<file path="config.mk">
export PLATFORM = sky130hd
export DESIGN_NAME = port_rd_sequencer
export DESIGN_NICKNAME = d
export VERILOG_FILES = /design/src/rtl/port_rd_sequencer_pkg.sv /design/src/rtl/port_rd_sequencer.sv
export SDC_FILE = /design/constraint.sdc
export NUM_CORES = 1
export LEC_CHECK = 0
export ABC_AREA = 0
export CAP_MARGIN = 20
export CORE_ASPECT_RATIO = 1.2
export CORE_MARGIN = 4
export CORE_UTILIZATION = 37
export DETAILED_ROUTE_END_ITERATION = 7
export GPL_ROUTABILITY_DRIVEN = 0
export PLACE_DENSITY = 0.76
export SYNTH_ARGS = -nofsm -noshare
export SYNTH_HDL_FRONTEND = slang
export SYNTH_SLANG_ARGS = --single-unit
export TNS_END_PERCENT = 10
</file>
<file path="constraint.sdc">
create_clock -name clk -period 1.64 [get_ports clk]
set_input_delay 0.328 -clock clk [delete_from_list [all_inputs] [get_ports clk]]
set_output_delay 0.328 -clock clk [all_outputs]
set_load 0.02 [all_outputs]
</file>
<file path="src/rtl/port_rd_sequencer_pkg.sv">
// port_rd_sequencer_pkg: shared sizes and FSM state type for the egress port read sequencer
package port_rd_sequencer_pkg;
    localparam int PRIOR_NUM = 8;
    localparam int PAGE_W = 11;
    localparam int PAGES_W = 7;
    typedef enum logic [2:0] {IDLE, HEAD, READ, LINK, DONE} state_e;
endpackage

</file>
<file path="src/rtl/port_rd_sequencer.sv">
// port_rd_sequencer: walks one queued packet's page chain from SRAM into the egress port
// clk/rst: clock, synchronous active-high reset
// queue_empty/prior_next/prior_update: dispatcher view and advance pulse
// hd_req/hd_prior/hd_valid/hd_page/hd_pages: queue-head fetch
// rd_req/rd_page/rd_ready: page read handshake
// lk_req/lk_addr/lk_valid/lk_next: link-list lookup
// port_ready/pkt_done/cur_prior: egress status
module port_rd_sequencer #(
    parameter int PRIOR_NUM = port_rd_sequencer_pkg::PRIOR_NUM,
    parameter int PRIOR_W = $clog2(PRIOR_NUM),
    parameter int PAGE_W = port_rd_sequencer_pkg::PAGE_W
) (
    input  logic                                     clk,
    input  logic                                     rst,
    input  logic [PRIOR_NUM-1:0]                     queue_empty,
    input  logic [PRIOR_W-1:0]                       prior_next,
    output logic                                     prior_update,
    output logic                                     hd_req,
    output logic [PRIOR_W-1:0]                       hd_prior,
    input  logic                                     hd_valid,
    input  logic [PAGE_W-1:0]                        hd_page,
    input  logic [port_rd_sequencer_pkg::PAGES_W-1:0] hd_pages,
    output logic                                     rd_req,
    output logic [PAGE_W-1:0]                        rd_page,
    input  logic                                     rd_ready,
    output logic                                     lk_req,
    output logic [PAGE_W-1:0]                        lk_addr,
    input  logic                                     lk_valid,
    input  logic [PAGE_W-1:0]                        lk_next,
    input  logic                                     port_ready,
    output logic                                     pkt_done,
    output logic [PRIOR_W-1:0]                       cur_prior
);
    import port_rd_sequencer_pkg::*;
    state_e state_q, state_d;
    logic [PRIOR_W-1:0] prior_q, prior_d;
    logic [PAGE_W-1:0] page_q, page_d;
    logic [PAGES_W-1:0] remain_q, remain_d;
    logic [1:0] guard_q, guard_d;
    logic start, accept;
    always_ff @(posedge clk) begin
        if (rst) begin
            state_q <= IDLE;
            prior_q <= '0;
            page_q <= '0;
            remain_q <= '0;
            guard_q <= '0;
        end else begin
            state_q <= state_d;
            prior_q <= prior_d;
            page_q <= page_d;
            remain_q <= remain_d;
            guard_q <= guard_d;
        end
    end
    // guard holds off a new start for two idle cycles so the dispatcher and queue_empty catch up
    always_comb begin
        start = state_q == IDLE && guard_q == 2'd0 && port_ready && !queue_empty[prior_next];
        accept = state_q == READ && port_ready && rd_ready;
        state_d = state_q;
        prior_d = prior_q;
        page_d = page_q;
        remain_d = remain_q;
        guard_d = (state_q == IDLE && guard_q != 2'd0) ? guard_q - 2'd1 : guard_q;
        case (state_q)
            IDLE: if (start) begin
                state_d = HEAD;
                prior_d = prior_next;
            end
            HEAD: if (hd_valid) begin
                state_d = READ;
                page_d = hd_page;
                remain_d = (hd_pages == '0) ? PAGES_W'(1) : hd_pages;
            end
            READ: if (accept) begin
                state_d = (remain_q == PAGES_W'(1)) ? DONE : LINK;
                remain_d = remain_q - PAGES_W'(1);
            end
            LINK: if (lk_valid) begin
                state_d = READ;
                page_d = lk_next;
            end
            DONE: begin
                state_d = IDLE;
                guard_d = 2'd2;
            end
            default: state_d = IDLE;
        endcase
    end
    // every output is gated by rst so the block is silent during the reset cycle itself
    assign hd_req = !rst && start;
    assign hd_prior = hd_req ? prior_next : '0;
    assign rd_req = !rst && state_q == READ && port_ready;
    assign rd_page = (!rst && state_q == READ) ? page_q : '0;
    assign lk_req = !rst && accept && remain_q != PAGES_W'(1);
    assign lk_addr = lk_req ? page_q : '0;
    assign pkt_done = !rst && state_q == DONE;
    assign prior_update = pkt_done;
    assign cur_prior = rst ? '0 : prior_q;
endmodule

</file>
# ---- Word-level counts from Yosys, hierarchy flattened
# Cells that the tools add are included.
dict set report word_totals {
  ramBits 0
  memories 0
  reg_bits 26
  word_cells 66
  latch_bits 0
  output_inout_bits 33
  mem_bits_ro 0
}
dict set report op_classes {
  n_eq_ne 10
  n_shift 0
  n_bitwise 0
  reduce_logical 26
  mul 0
  add_sub_neg 2
  mux 21
  n_lt_le_gt_ge 1
  div 0
}
# cell count
set ops {}
lappend ops {{$mux 11} 4}
lappend ops {{$pmux 11 s2} 1}
lappend ops {{$mux 3} 7}
lappend ops {{$mux 7} 3}
lappend ops {{$pmux 7 s2} 1}
lappend ops {{$logic_and 1x1->1} 12}
lappend ops {{$pmux 3 s4} 1}
lappend ops {{$ne 2x2->1 const B} 4}
lappend ops {{$reduce_bool 2->1} 4}
lappend ops {{$eq 7x1->1 const B} 1}
lappend ops {{$logic_not 7->1} 1}
lappend ops {{$ne 7x1->1 const B} 1}
lappend ops {{$sub 7x1->7 const B} 1}
lappend ops {{$eq 3x2->1 const B} 2}
lappend ops {{$reduce_and 3->1} 2}
lappend ops {{$lt 3x4->1 const B} 1}
lappend ops {{$mux 2} 2}
lappend ops {{$reduce_and 4->1} 1}
lappend ops {{$bmux 1 s3} 1}
lappend ops {{$eq 3x1->1 const B} 1}
lappend ops {{$eq 3x3->1 const B} 1}
lappend ops {{$logic_not 3->1} 1}
lappend ops {{$logic_not 1->1} 2}
lappend ops {{$logic_not 2->1} 1}
lappend ops {{4 further kinds} 4}

# ---- Longest topological paths before layout
dict set report logic_depth {
  depth_word 6
  depth_mapped 6
  mapped_depth_nobuf 6
}

# ---- Worst setup path before layout
# OpenSTA, ideal clock, no wires.
dict set report synth_timing {
  path_kind {register to output}
  startpoint {reg state_q[2]}
  endpoint {out prior_update}
  t_arrival_ns 1.628
  setup_slack_ns -0.316
  stages_incl_launch_ff 4
  t_required_ns 1.312
  path_cell_list {dfxtp_1 -> buf_2 -> nor4b_1 -> buf_4}
}
dict set report synth_between {
  elab_chain_cells 2
}
# element line
set synth_lines {}
lappend synth_lines {{start: declaration} port_rd_sequencer.sv:35} ;# state_e state_q, state_d;
lappend synth_lines {{start signal: assignment} port_rd_sequencer.sv:49} ;# state_q <= state_d;
lappend synth_lines {{$eq 3x3->1} port_rd_sequencer.sv:97} ;# assign pkt_done = !rst && state_q == DONE;
lappend synth_lines {{$logic_and 1x1->1} port_rd_sequencer.sv:97}
lappend synth_lines {{end: declaration} port_rd_sequencer.sv:17} ;# output logic prior_update,
# Every way passes these cells.

# ---- Worst setup path after layout
dict set report layout_timing {
  startpoint {reg state_q[0]}
  endpoint {out lk_addr[10]}
}
dict set report layout_between {
  elab_chain_cells 6
}
# element line
set layout_lines {}
lappend layout_lines {{$eq 3x2->1} port_rd_sequencer.sv:59} ;# accept = state_q == READ && port_ready && rd_ready;
lappend layout_lines {{$logic_and 1x1->1 (2 in a row)} port_rd_sequencer.sv:59}
lappend layout_lines {{$logic_and 1x1->1 (2 in a row)} port_rd_sequencer.sv:95} ;# assign lk_req = !rst && accept && remain_q != PAGES_W'(1);
lappend layout_lines {{$mux 11} port_rd_sequencer.sv:96} ;# assign lk_addr = lk_req ? page_q : '0;
lappend layout_lines {{end: declaration} port_rd_sequencer.sv:27} ;# output logic [PAGE_W-1:0] lk_addr,
# Every way passes these cells.

==> results by group <==
Floorplanning
  • Initial Util: ~39%
  • Num ports: a little under 80
  • Chip width: around 70 um
  • Total die area: 5740 sq um
  • Core ar.: roughly 4400 sq um
  • Chip height: ~82 um
  • Rows: 26

Critical path
  • CP max stage cell: or3b_4
  • Reg-to-reg slack, setup: 70 ps
  • Crit. End Element: primary output
  • Crit path launch type: flop
  • Worst R2R Path Depth: 5
  • Buf/Inv on CP: 1
  • Crit Reg-Reg Endpoint: state_q[2]
  • Crit-path max cell delay: 410 ps
  • Crit-path max FO: 6
  • WS Path Type: flop to primary output
  • Crit-path leading delay family: simple AND/OR/NAND/NOR gates
  • R2r startpoint: state_q[0]
  • Worst path cell trace: or3b_4, nor2_4, and4_4, and2_4, buf_6
  • Crit path required time: around 1300 ps
  • CP arrival: 1700 ps

Cells and area
  • Share of layout cells above drive strength 1: 36.1%
  • Most frequent cells in the layout: clkdlybuf4s50_1, buf_4, buf_6
  • Commonest non-fill, non-tap cell in the layout: clkdlybuf4s50_1
  • Fin nets: approximately 350
  • Area Growth Syn to Fin: 70.4%
  • Cell area after layout: slightly below 3000 sq um
  • N_diodes: 0
  • Fillcell total: 370
  • Post-layout util: between 60 and 70%

STA
  • Skew final: 6.84 ps
  • RSZ-0062 raised after global routing: yes
  • Period minus WS final: roughly 2000 ps
  • Final worst-path cycle share: 124%
  • Setup ws final: -391 ps
  • Hold slack: between 500 and 600 ps
  • Relative slew margins: 66.0%
  • Fin. Hold Viols: 0
  • F_max: 492 MHz
  • Worst Max-Slew Pin Slew: between 500 and 600 ps
  • Setup-failing EPs final: 30
  • Slew Limit Fails: 0

Pwr
  • Int Pwr: about 1.6 mW
  • Cell Pwr Density: 837 nW/um^2
  • VDD IR max: 0.566 mV
  • P_sw: ~0.85 mW
  • Power share of the combinational group: 48.2%
  • Register share of total power: 34.4%
  • Clock share of power: 17.4%
  • Sw Share: approximately a third
  • Pleak: roughly 1.3 nW

Routing
  • Antenna-violating nets left: 0
  • Per-cell routed wire length: about 15 um
  • Vias after detailed routing: roughly 1800
  • Met1 Wirelength: 2060 um
  • Drt drc: 0
  • Vias per cell: approximately 5.1
  • DR WL met2: 2760 um
  • Iter 0 DRT Violations: 45
  • Drt pass-1 iters: 4
  • DR WL met3: 338 um
  • Total Wirelength: ~5200 um
  • Top sig layer: met4

Global routing
  • Largest net degree at the start of global routing: 24
  • First-pass GRT wire length: between 8000 and 9000 um
  • Vias in the first global route: 1730
  • GR Overflow Total: 0
  • Initial antenna violation count: 0
  • Gr usage total: a little under a fifth

Synth
  • Netlist cell types: 41
  • Cells after Synth: 198
  • Synth Flop Type: dfxtp_1
  • Synthesized area: 1700 sq um
  • Post-synth EDFFs: 0
  • Seq/Total Area, Yosys: 30.7%
  • Async SR Flop Fraction: 0%
  • Synth Area per Inst: 8.57 sq um
  • Seq cells post-synth: 26
  • Syn nets: 247
  • Yosys warns: 0

Clock network
  • Clk_lat worst skew: 270 ps
  • CTS Sinks: 26
  • TritonCTS clock tree: built
  • Clock tree root buffer cell: clkbuf_8
  • Clock slew at the register clock pins of the worst setup and hold paths: 90 ps
  • Max clock buf depth: 2
  • H-tree depth: 1
  • Num CTS Buffers: 3

Hold path
  • Worst min path class: flop to flop
  • Worst hold path depth: 2
  • Hold_sp: page_q[4]
  • Hold EP: page_q[4]

Outcome
  • Violated checks: negative setup slack
  • Outcome: complete, but fails checks

Place
  • DP HPWL: 3770 um
  • Pre-CTS setup slack: -1080 ps
  • IO buf count: 78
  • Post-DP Area: 2710 sq um

Job
  • Max-cap violations: 0
## state kept, by name (all words and copies together) (netlist names)
register  count
page_q       11
prior_q       3
remain_q      7
guard_q       2
state_q       3
## stage by stage
step	total power, mW	std cells	TNS [ps]
final	2.42	355	-9140
after global routing	2.61	355	-10830
after CTS	2.37	355	-9560
after detailed placement	1.88	348	-25960
after global placement	1.85	348	-24660
after floorplan	1.46	198	-2090
## metal layers
metal  global-route usage (%)  vias up
met4                     4.79        0
met2                     33.9       62
li1                         -      917
met1                     21.2      824
met5                        0        -
met3                     3.63        8
## area by class of cell
type / count / area (sq um) / share of cell area, %
clock buffer: 4 / 55.1 / 1.90
inverter: 6 / 22.5 / 0.779
multi-input combinational: 152 / 1170 / 40.5
sequential: 26 / 523 / 18.1
tap: 56 / 70.1 / 2.42
timing repair buffer: 111 / 1050 / 36.3
## worst max path at each step
| stage | start | to | slack (ps) | depth (start not counted) |
|---|---|---|---|---|
| 5_1_grt | state_q[1] | lk_addr[10] | -440 | 5 |
| 4_1_cts | state_q[1] | lk_addr[6] | -420 | 5 |
| 6_report | state_q[0] | lk_addr[10] | -390 | 5 |
| 3_5_place_dp | prior_next[1] | hd_prior[1] | -1080 | 5 |
| 2_1_floorplan | state_q[0] | lk_addr[2] | -180 | 6 |
| 3_3_place_gp | prior_next[1] | hd_prior[2] | -1010 | 5 |
## cell usage after synthesis (all sizes together) (2+ instances only)
cell type,instances,area share [%]
nand2b,2,0.74
nor2,19,4.6
nor3,5,1.5
nand3b,3,1.3
a31oi,2,0.74
a2111oi,2,1.2
a21o,7,3.1
clkbuf,4,0.88
and3b,2,1.0
mux2,2,1.3
a211oi,15,6.6
o211ai,2,0.88
nand4,2,0.74
nor2b,4,1.5
and4b,3,2.4
nand3,2,0.59
and3,2,0.74
nand2,8,1.9
buf,11,4.4
o21ai,7,2.1
dfxtp,26,31
inv,6,1.3
nand4b,2,1.0
mux2i,15,8.8
a21oi,11,3.5
ha,3,2.2
and2,23,8.5
## timing repair
item,CTS,global route
buffers inserted,2,0
hold buffers,0,0
resized for setup,222,14
pin swaps,10,9
setup endpoints to repair,38,41
gates cloned,1,0
## cells by family (layout without fill, tap and decap cells)
logic type | count (synthesis) | count (layout) | synth area share (%)
AO/OA/AOI/OAI | 47 | 47 | 18.6
adder cells (fa/ha/maj) | 3 | 3 | 2.21
buffers and inverters | 21 | 121 | 6.56
AND/OR/NAND/NOR | 83 | 84 | 30.5
multiplexers | 18 | 18 | 11.5
flip-flops | 26 | 26 | 30.7
## power groups by stage
stage               combinational, mW  clock [mW]  sequential (mW)
floorplan                       0.628           0            0.831
global placement                 1.02           0            0.831
detailed placement               1.04           0            0.836
CTS                              1.11       0.433            0.828
global route                     1.30       0.462            0.846
finish                           1.16       0.422            0.832
## worst min-delay path, delay by kind of cell (launching register included)
kind / cells / cell delay, ps
AOI/OAI and AO/OA: 1 / 50
DFF: 1 / 320
and+or+nand+nor: 1 / 100
Power figures use the tool's default switching activity.
